`src/rtl/median_ctrl_pkg.sv`:
```
// -----------------------------------------------------------------------------
// median_ctrl_pkg
// Shared definitions for the median filter stream controller: the controller
// state encoding and the default geometry of one frame (256-pixel RGB rows
// packed into 192 32-bit words, 256 rows, two priming rows, row data register
// at wrapper address 0).
// -----------------------------------------------------------------------------
package median_ctrl_pkg;

    localparam int         DEF_WORDS_PER_ROW = 192;
    localparam int         DEF_ROWS          = 256;
    localparam int         DEF_PRIME_ROWS    = 2;
    localparam logic [1:0] DEF_ROW_ADDR      = 2'b00;

    typedef enum logic [2:0] {
        IDLE,   // waiting for start
        FEED,   // forwarding source words to the wrapper
        GAP,    // one idle cycle between rows, row bookkeeping
        FLUSH,  // pushing zero rows so the filter drains its last rows
        DONE    // one-cycle end-of-frame pulse
    } state_t;

endpackage

```
`src/rtl/median_row_counter.sv`:
```
// -----------------------------------------------------------------------------
// median_row_counter
// Word-within-row and row-within-frame counters for the median controller.
// The word counter wraps to zero after WORDS_PER_ROW accepted words; the row
// counter runs from 0 to ROWS+PRIME_ROWS. Terminal-count flags let the
// controller FSM decide the next state without doing arithmetic itself.
//
// Ports
//   clk, rst     clock, asynchronous active-high reset
//   clear        synchronous clear of both counters (wins over increments)
//   word_inc     one word accepted this cycle
//   row_inc      advance to the next row this cycle
//   row_cnt      current row number
//   word_last    word counter is at WORDS_PER_ROW-1
//   feed_more    row_cnt+1 is still a source row
//   flush_more   row_cnt+1 is a flush (priming drain) row
//   primed       current row has produced a valid filter output row
// -----------------------------------------------------------------------------
module median_row_counter
    import median_ctrl_pkg::*;
#(
    parameter int WORDS_PER_ROW = DEF_WORDS_PER_ROW,
    parameter int ROWS          = DEF_ROWS,
    parameter int PRIME_ROWS    = DEF_PRIME_ROWS,
    parameter int ROW_W         = $clog2(DEF_ROWS + DEF_PRIME_ROWS + 1)
) (
    input  logic             clk,
    input  logic             rst,
    input  logic             clear,
    input  logic             word_inc,
    input  logic             row_inc,
    output logic [ROW_W-1:0] row_cnt,
    output logic             word_last,
    output logic             feed_more,
    output logic             flush_more,
    output logic             primed
);

    localparam int WORD_W = $clog2(WORDS_PER_ROW + 1);

    localparam logic [WORD_W-1:0] WORD_LAST = WORD_W'(WORDS_PER_ROW - 1);
    localparam logic [ROW_W-1:0]  FEED_END  = ROW_W'(ROWS);
    localparam logic [ROW_W-1:0]  FLUSH_END = ROW_W'(ROWS + PRIME_ROWS);
    localparam logic [ROW_W-1:0]  PRIME_CNT = ROW_W'(PRIME_ROWS);

    logic [WORD_W-1:0] word_cnt;
    logic [ROW_W-1:0]  row_next;

    assign row_next   = row_cnt + 1'b1;
    assign word_last  = (word_cnt == WORD_LAST);
    assign feed_more  = (row_next < FEED_END);
    assign flush_more = (row_next < FLUSH_END);
    assign primed     = (row_cnt >= PRIME_CNT);

    // NOTE: state registers use non-blocking assignments so every flop samples
    // pre-edge values regardless of process ordering.
    always_ff @(posedge clk or posedge rst) begin
        if (rst) begin
            word_cnt <= '0;
            row_cnt  <= '0;
        end else if (clear) begin
            word_cnt <= '0;
            row_cnt  <= '0;
        end else begin
            if (word_inc) begin
                word_cnt <= word_last ? '0 : word_cnt + 1'b1;
            end
            if (row_inc) begin
                row_cnt <= row_next;
            end
        end
    end

endmodule

```
`src/rtl/median_stream_ctrl.sv`:
```
// -----------------------------------------------------------------------------
// median_stream_ctrl
// Streams one image frame from a valid/ready pixel source into the median
// filter wrapper over Avalon-MM writes. Each source row is WORDS_PER_ROW
// writes followed by one idle GAP cycle. After the source rows, PRIME_ROWS
// rows of zeros are flushed so the filter emits its last output rows. Output
// rows are announced in the GAP cycles once the filter is primed.
//
// Ports
//   clk, rst                 clock, asynchronous active-high reset
//   start                    frame start request (IDLE only)
//   abort                    synchronous frame cancel (any state, beats start)
//   s_valid, s_ready, s_data source word handshake
//   av_chipselect, av_write,
//   av_address, av_writedata Avalon master write port to the wrapper
//   av_waitrequest           slave stall
//   row_valid, row_idx       filter output row ready, and its row number
//   busy                     controller is not IDLE
//   frame_done               one-cycle pulse after the last output row
// -----------------------------------------------------------------------------
module median_stream_ctrl
    import median_ctrl_pkg::*;
#(
    parameter int         WORDS_PER_ROW = DEF_WORDS_PER_ROW,
    parameter int         ROWS          = DEF_ROWS,
    parameter int         PRIME_ROWS    = DEF_PRIME_ROWS,
    parameter logic [1:0] ROW_ADDR      = DEF_ROW_ADDR
) (
    input  logic                    clk,
    input  logic                    rst,
    input  logic                    start,
    input  logic                    abort,
    input  logic                    s_valid,
    output logic                    s_ready,
    input  logic [31:0]             s_data,
    output logic                    av_chipselect,
    output logic                    av_write,
    output logic [1:0]              av_address,
    output logic [31:0]             av_writedata,
    input  logic                    av_waitrequest,
    output logic                    row_valid,
    output logic [$clog2(ROWS)-1:0] row_idx,
    output logic                    busy,
    output logic                    frame_done
);

    localparam int ROW_W = $clog2(ROWS + PRIME_ROWS + 1);
    localparam int IDX_W = $clog2(ROWS);

    state_t            state;
    state_t            state_next;
    logic              cnt_clear;
    logic              word_inc;
    logic              row_inc;
    logic [ROW_W-1:0]  row_cnt;
    logic              word_last;
    logic              feed_more;
    logic              flush_more;
    logic              primed;

    median_row_counter #(
        .WORDS_PER_ROW (WORDS_PER_ROW),
        .ROWS          (ROWS),
        .PRIME_ROWS    (PRIME_ROWS),
        .ROW_W         (ROW_W)
    ) u_counter (
        .clk        (clk),
        .rst        (rst),
        .clear      (cnt_clear),
        .word_inc   (word_inc),
        .row_inc    (row_inc),
        .row_cnt    (row_cnt),
        .word_last  (word_last),
        .feed_more  (feed_more),
        .flush_more (flush_more),
        .primed     (primed)
    );

    // The wrapper only has one row-data register; the address never changes.
    assign av_address = ROW_ADDR;
    assign busy       = (state != IDLE);

    always_ff @(posedge clk or posedge rst) begin
        if (rst) begin
            state <= IDLE;
        end else begin
            state <= state_next;
        end
    end

    // NOTE: every output of this block gets a default first, so no path can
    // leave a value unassigned and infer a latch.
    always_comb begin
        state_next    = state;
        cnt_clear     = 1'b0;
        word_inc      = 1'b0;
        row_inc       = 1'b0;
        s_ready       = 1'b0;
        av_chipselect = 1'b0;
        av_write      = 1'b0;
        av_writedata  = '0;
        row_valid     = 1'b0;
        row_idx       = '0;
        frame_done    = 1'b0;

        unique case (state)
            IDLE: begin
                if (start) begin
                    state_next = FEED;
                    cnt_clear  = 1'b1;
                end
            end

            FEED: begin
                // Pass-through: a stalled slave keeps s_ready low, so the
                // source holds s_data/s_valid and the write stays stable.
                av_chipselect = 1'b1;
                s_ready       = !av_waitrequest;
                av_write      = s_valid;
                av_writedata  = s_data;
                word_inc      = s_valid && !av_waitrequest;
                if (word_inc && word_last) begin
                    state_next = GAP;
                end
            end

            GAP: begin
                av_chipselect = 1'b1;
                row_inc       = 1'b1;
                // The filter lags the input by PRIME_ROWS rows.
                if (primed) begin
                    row_valid = 1'b1;
                    row_idx   = IDX_W'(row_cnt - ROW_W'(PRIME_ROWS));
                end
                if (feed_more) begin
                    state_next = FEED;
                end else if (flush_more) begin
                    state_next = FLUSH;
                end else begin
                    state_next = DONE;
                end
            end

            FLUSH: begin
                av_chipselect = 1'b1;
                av_write      = 1'b1;
                word_inc      = !av_waitrequest;
                if (word_inc && word_last) begin
                    state_next = GAP;
                end
            end

            DONE: begin
                frame_done = 1'b1;
                state_next = IDLE;
            end

            default: begin
                state_next = IDLE;
            end
        endcase

        // Cancel overrides everything, including a start seen in IDLE.
        if (abort) begin
            state_next = IDLE;
            cnt_clear  = 1'b1;
            row_valid  = 1'b0;
            row_idx    = '0;
            frame_done = 1'b0;
        end
    end

endmodule

```
`config.mk`:
```
export PLATFORM = sky130hd
export DESIGN_NAME = median_stream_ctrl
export DESIGN_NICKNAME = d
export VERILOG_FILES = /design/src/rtl/median_ctrl_pkg.sv /design/src/rtl/median_row_counter.sv /design/src/rtl/median_stream_ctrl.sv
export SDC_FILE = /design/constraint.sdc
export NUM_CORES = 1
export LEC_CHECK = 0
export BUFFER_PORTS_ARGS = -buffer_cell sky130_fd_sc_hd__buf_2
export CAP_MARGIN = 5
export CORE_ASPECT_RATIO = 2
export CORE_UTILIZATION = 40
export DETAILED_ROUTE_END_ITERATION = 16
export GPL_ROUTABILITY_DRIVEN = 0
export GPL_TIMING_DRIVEN = 1
export MAX_ROUTING_LAYER = met4
export PLACE_DENSITY = 0.72
export SYNTH_ARGS = -nofsm -noshare
export SYNTH_HDL_FRONTEND = slang
export SYNTH_SLANG_ARGS = --single-unit
```
`constraint.sdc`:
```
create_clock -name clk -period 2.3 [get_ports clk]
set_clock_uncertainty 0.05 [all_clocks]
set_input_delay 0.23 -clock clk [delete_from_list [all_inputs] [get_ports clk]]
set_output_delay 0.23 -clock clk [all_outputs]
set_load 0.03 [all_outputs]
```
==> flow_metrics.py <==
metrics = {
    "outcome": {
        "status": "finished clean",
    },
    "die": {
        "die_y_um": 93.0,
        "die_w_um": 47.5,
        "io_pins": 86,
        "die-area_mm2": 0.00442,
        "start_util": 0.423,
        "core_mm2": 0.00392,
        "std_cell_rows": 32,
    },
    "timing": {
        "slew_headroom": 0.484,
        "timing.fmax_ghz": 0.448,
        "worst_slew_pin_slew_ps": 774,
        "final.setup.worst_slack_ps": 66.5,
        "hold_violations": 0,
        "tns_ps": 0,
        "min_period_ps": 2230,
        "period_share": 0.971,
        "finalSetupViolCount": 0,
        "finalMaxSlewViolations": 0,
    },
    "clock_network": {
        "clock-root-buffer": "clkbuf_8",
        "cts_tree": "done",
        "path_clk_slew_ps": 80,
        "insertion_delay_ps": 260,
        "htree_num_levels": 1,
        "numCtsBuffers": 3,
        "cts_num_sinks": 20,
        "cts.path.max_buffers": 2,
        "ctsHoldBuffers": 0,
    },
    "routing": {
        "wl_um": 4510,
        "firstDrtPassIters": 4,
        "first_iter_violations": 42,
        "vias": 1803,
        "viasPerCell": 5.11,
        "wl_per_cell_um": 12.8,
        "postRouteAntennaNets": 0,
        "remaining_drc_errors": 0,
    },
    "setup_path": {
        "slowest_stage": "o41ai_4",
        "cp_max_fo": 5,
        "crit_chain": "inv_1, ha_2, nand3b_1, o41ai_4, nor2_1, buf_4",
        "endpoint_kind": "output port",
        "cp.required_ps": 2020,
        "critPathLaunchType": "register",
        "cp.arrival_ps": 1950,
        "slowest_delay_ps": 470,
        "crit_type": "reg -> out",
        "crit_family": "compound AO/OA/AOI/OAI gates",
        "cp_num_buf_inv": 2,
    },
    "synthesis": {
        "yosysUniqueCellTypes": 39,
        "netlist_instances": 215,
        "yosysWarnings": 0,
        "yosys.area_share.simple": 0.374,
        "synthArstFlopShare": 1.00,
        "syn_area_mm2": 0.00166,
        "synth_compound_area_frac": 0.141,
        "muxShareOfSynthArea": 0.0128,
        "synth_top_family_by_area": "simple AND/OR/NAND/NOR gates",
        "synth.yosys.seq_area_share": 0.302,
        "synth_area_per_cell_um2": 7.71,
        "ys_ff_latch": 20,
        "yosys.area_share.xor_xnor": 0.0687,
        "synth-adder-area-share": 0.0377,
        "synth_edf_count": 0,
        "ys.flop_type": "dfrtp_1",
    },
    "global_route": {
        "use_met1": 0.215,
        "use_met2": 0.408,
        "grt_first_pass_wirelength_um": 7210,
        "top_usage_layer": "met2",
        "grtUsageMet3": 0.0212,
        "grt_max_degree": 33,
        "grt_pass1_vias": 1757,
        "grt-ovfl-total": 0,
        "antenna_found_initial": 0,
        "track_usage": 0.226,
    },
    "power_and_ir_drop": {
        "p_comb_frac": 0.218,
        "p_sw_uw": 251,
        "internal_power_uw": 654,
        "power.density_mw_per_mm2": 394,
        "swShare": 0.278,
        "power_uw": 905,
        "power.share.sequential": 0.394,
        "leakage_uw": 0.00123,
        "clkPwrFrac": 0.387,
        "peakVddDrop_mv": 0.282,
    },
    "placed_design": {
        "preCtsSetupSlack_ps": 235,
        "io_buffers": 83,
        "place_area_mm2": 0.00212,
        "hpwlAfterDp_um": 3520,
    },
    "final_layout": {
        "n_fill_cell": 388,
        "mostFrequentLayoutCell": "buf_2",
        "syn2layout_area_growth_pct": 38.3,
        "antennaDiodeCount": 0,
        "nNetsFinal": 346,
        "stdcell_area_mm2": 0.00229,
        "post_route_cells_drive_above_1_share": 0.364,
        "mostFrequentLayoutCells": "buf_2, and2_1, nor2_1",
    },
    "worst_hold_path": {
        "min_path_type": "in -> async",
    },
    "flow_run": {
        "drv_cap": 0,
    },
}
## final timing paths
kind,start,endpoint,slack (ps),cells after the start
max reg2reg,u_counter.row_cnt[1],state[0],260,8
max in group asynchronous,rst,u_counter.row_cnt[1],1610,2
min reg2reg,u_counter.word_cnt[5],u_counter.word_cnt[5],510,2
max,u_counter.row_cnt[1],row_idx[6],70,6
min in group clk,abort,state[1],320,4
min,rst,u_counter.word_cnt[4],50,2
## metal layers
layer  part of all wire  wire length, µm
met5                  0                0
met4              0.023              106
met3              0.062              282
met2               0.57             2580
met1               0.34             1540
## power by group through the flow
stage	combinational, µW	sequential [µW]	clock [µW]
6_report	198	357	350
5_1_grt	213	357	362
4_1_cts	200	357	356
3_5_place_dp	199	364	0
3_3_place_gp	198	364	0
2_1_floorplan	133	360	0
## synthesized netlist by cell type, drive strengths merged, types with 2 or more instances
cell / n / area, µm²
and2: 34 / 213
nor2: 32 / 120
dfrtp: 20 / 500
nand2: 14 / 52.6
o21ai: 13 / 65.1
buf: 10 / 53.8
nand3: 9 / 45.0
inv: 8 / 30.0
nor3: 8 / 45.0
a21oi: 7 / 35.0
xnor2: 7 / 61.3
xor2: 6 / 52.6
clkbuf: 5 / 18.8
ha: 5 / 62.6
nand4: 5 / 31.3
and3: 3 / 18.8
nand2b: 3 / 26.3
nor2b: 3 / 18.8
o31ai: 3 / 22.5
or3: 3 / 18.8
a211oi: 2 / 25.0
nand3b: 2 / 15.0
o21a: 2 / 15.0
## cells by family after synthesis
family	after synthesis
and+or+nand+nor	118
DFF	20
other	1
AOI/OAI and AO/OA	33
muxes	2
buffers and inverters	23
adders and majority gates	5
xor gates and xnor gates	13
## state kept, by name (all words and copies together) (netlist names)
register	count
u_counter.row_cnt	9
u_counter.word_cnt	8
state	3
## area by class of cell
class                   instances  area, µm²  share of cell area
clock buffers                   3       41.3              0.0180
clock inverters                 1       30.0              0.0131
inverters                       8       30.0              0.0131
multi-input cells             174       1100               0.480
flip-flops and latches         20        503               0.219
well taps                      51       63.8              0.0278
repair buffers                 96        526               0.229
## stage by stage
stage	util	hold WS, ps	std cells
6_report	0.585	45.8	353
5_1_grt	0.585	118	353
2_1_floorplan	-	144	216
4_1_cts	0.559	69.7	346
3_5_place_dp	0.540	360	342
3_3_place_gp	0.540	353	342
## timing repair
action | CTS | global route
pin swaps | 1 | 6
cloned | 0 | 1
buffers inserted | 0 | 6
resized for setup | 0 | 16
endpoints found under the setup margin | 9 | 9
Power figures use the tool's default switching activity.
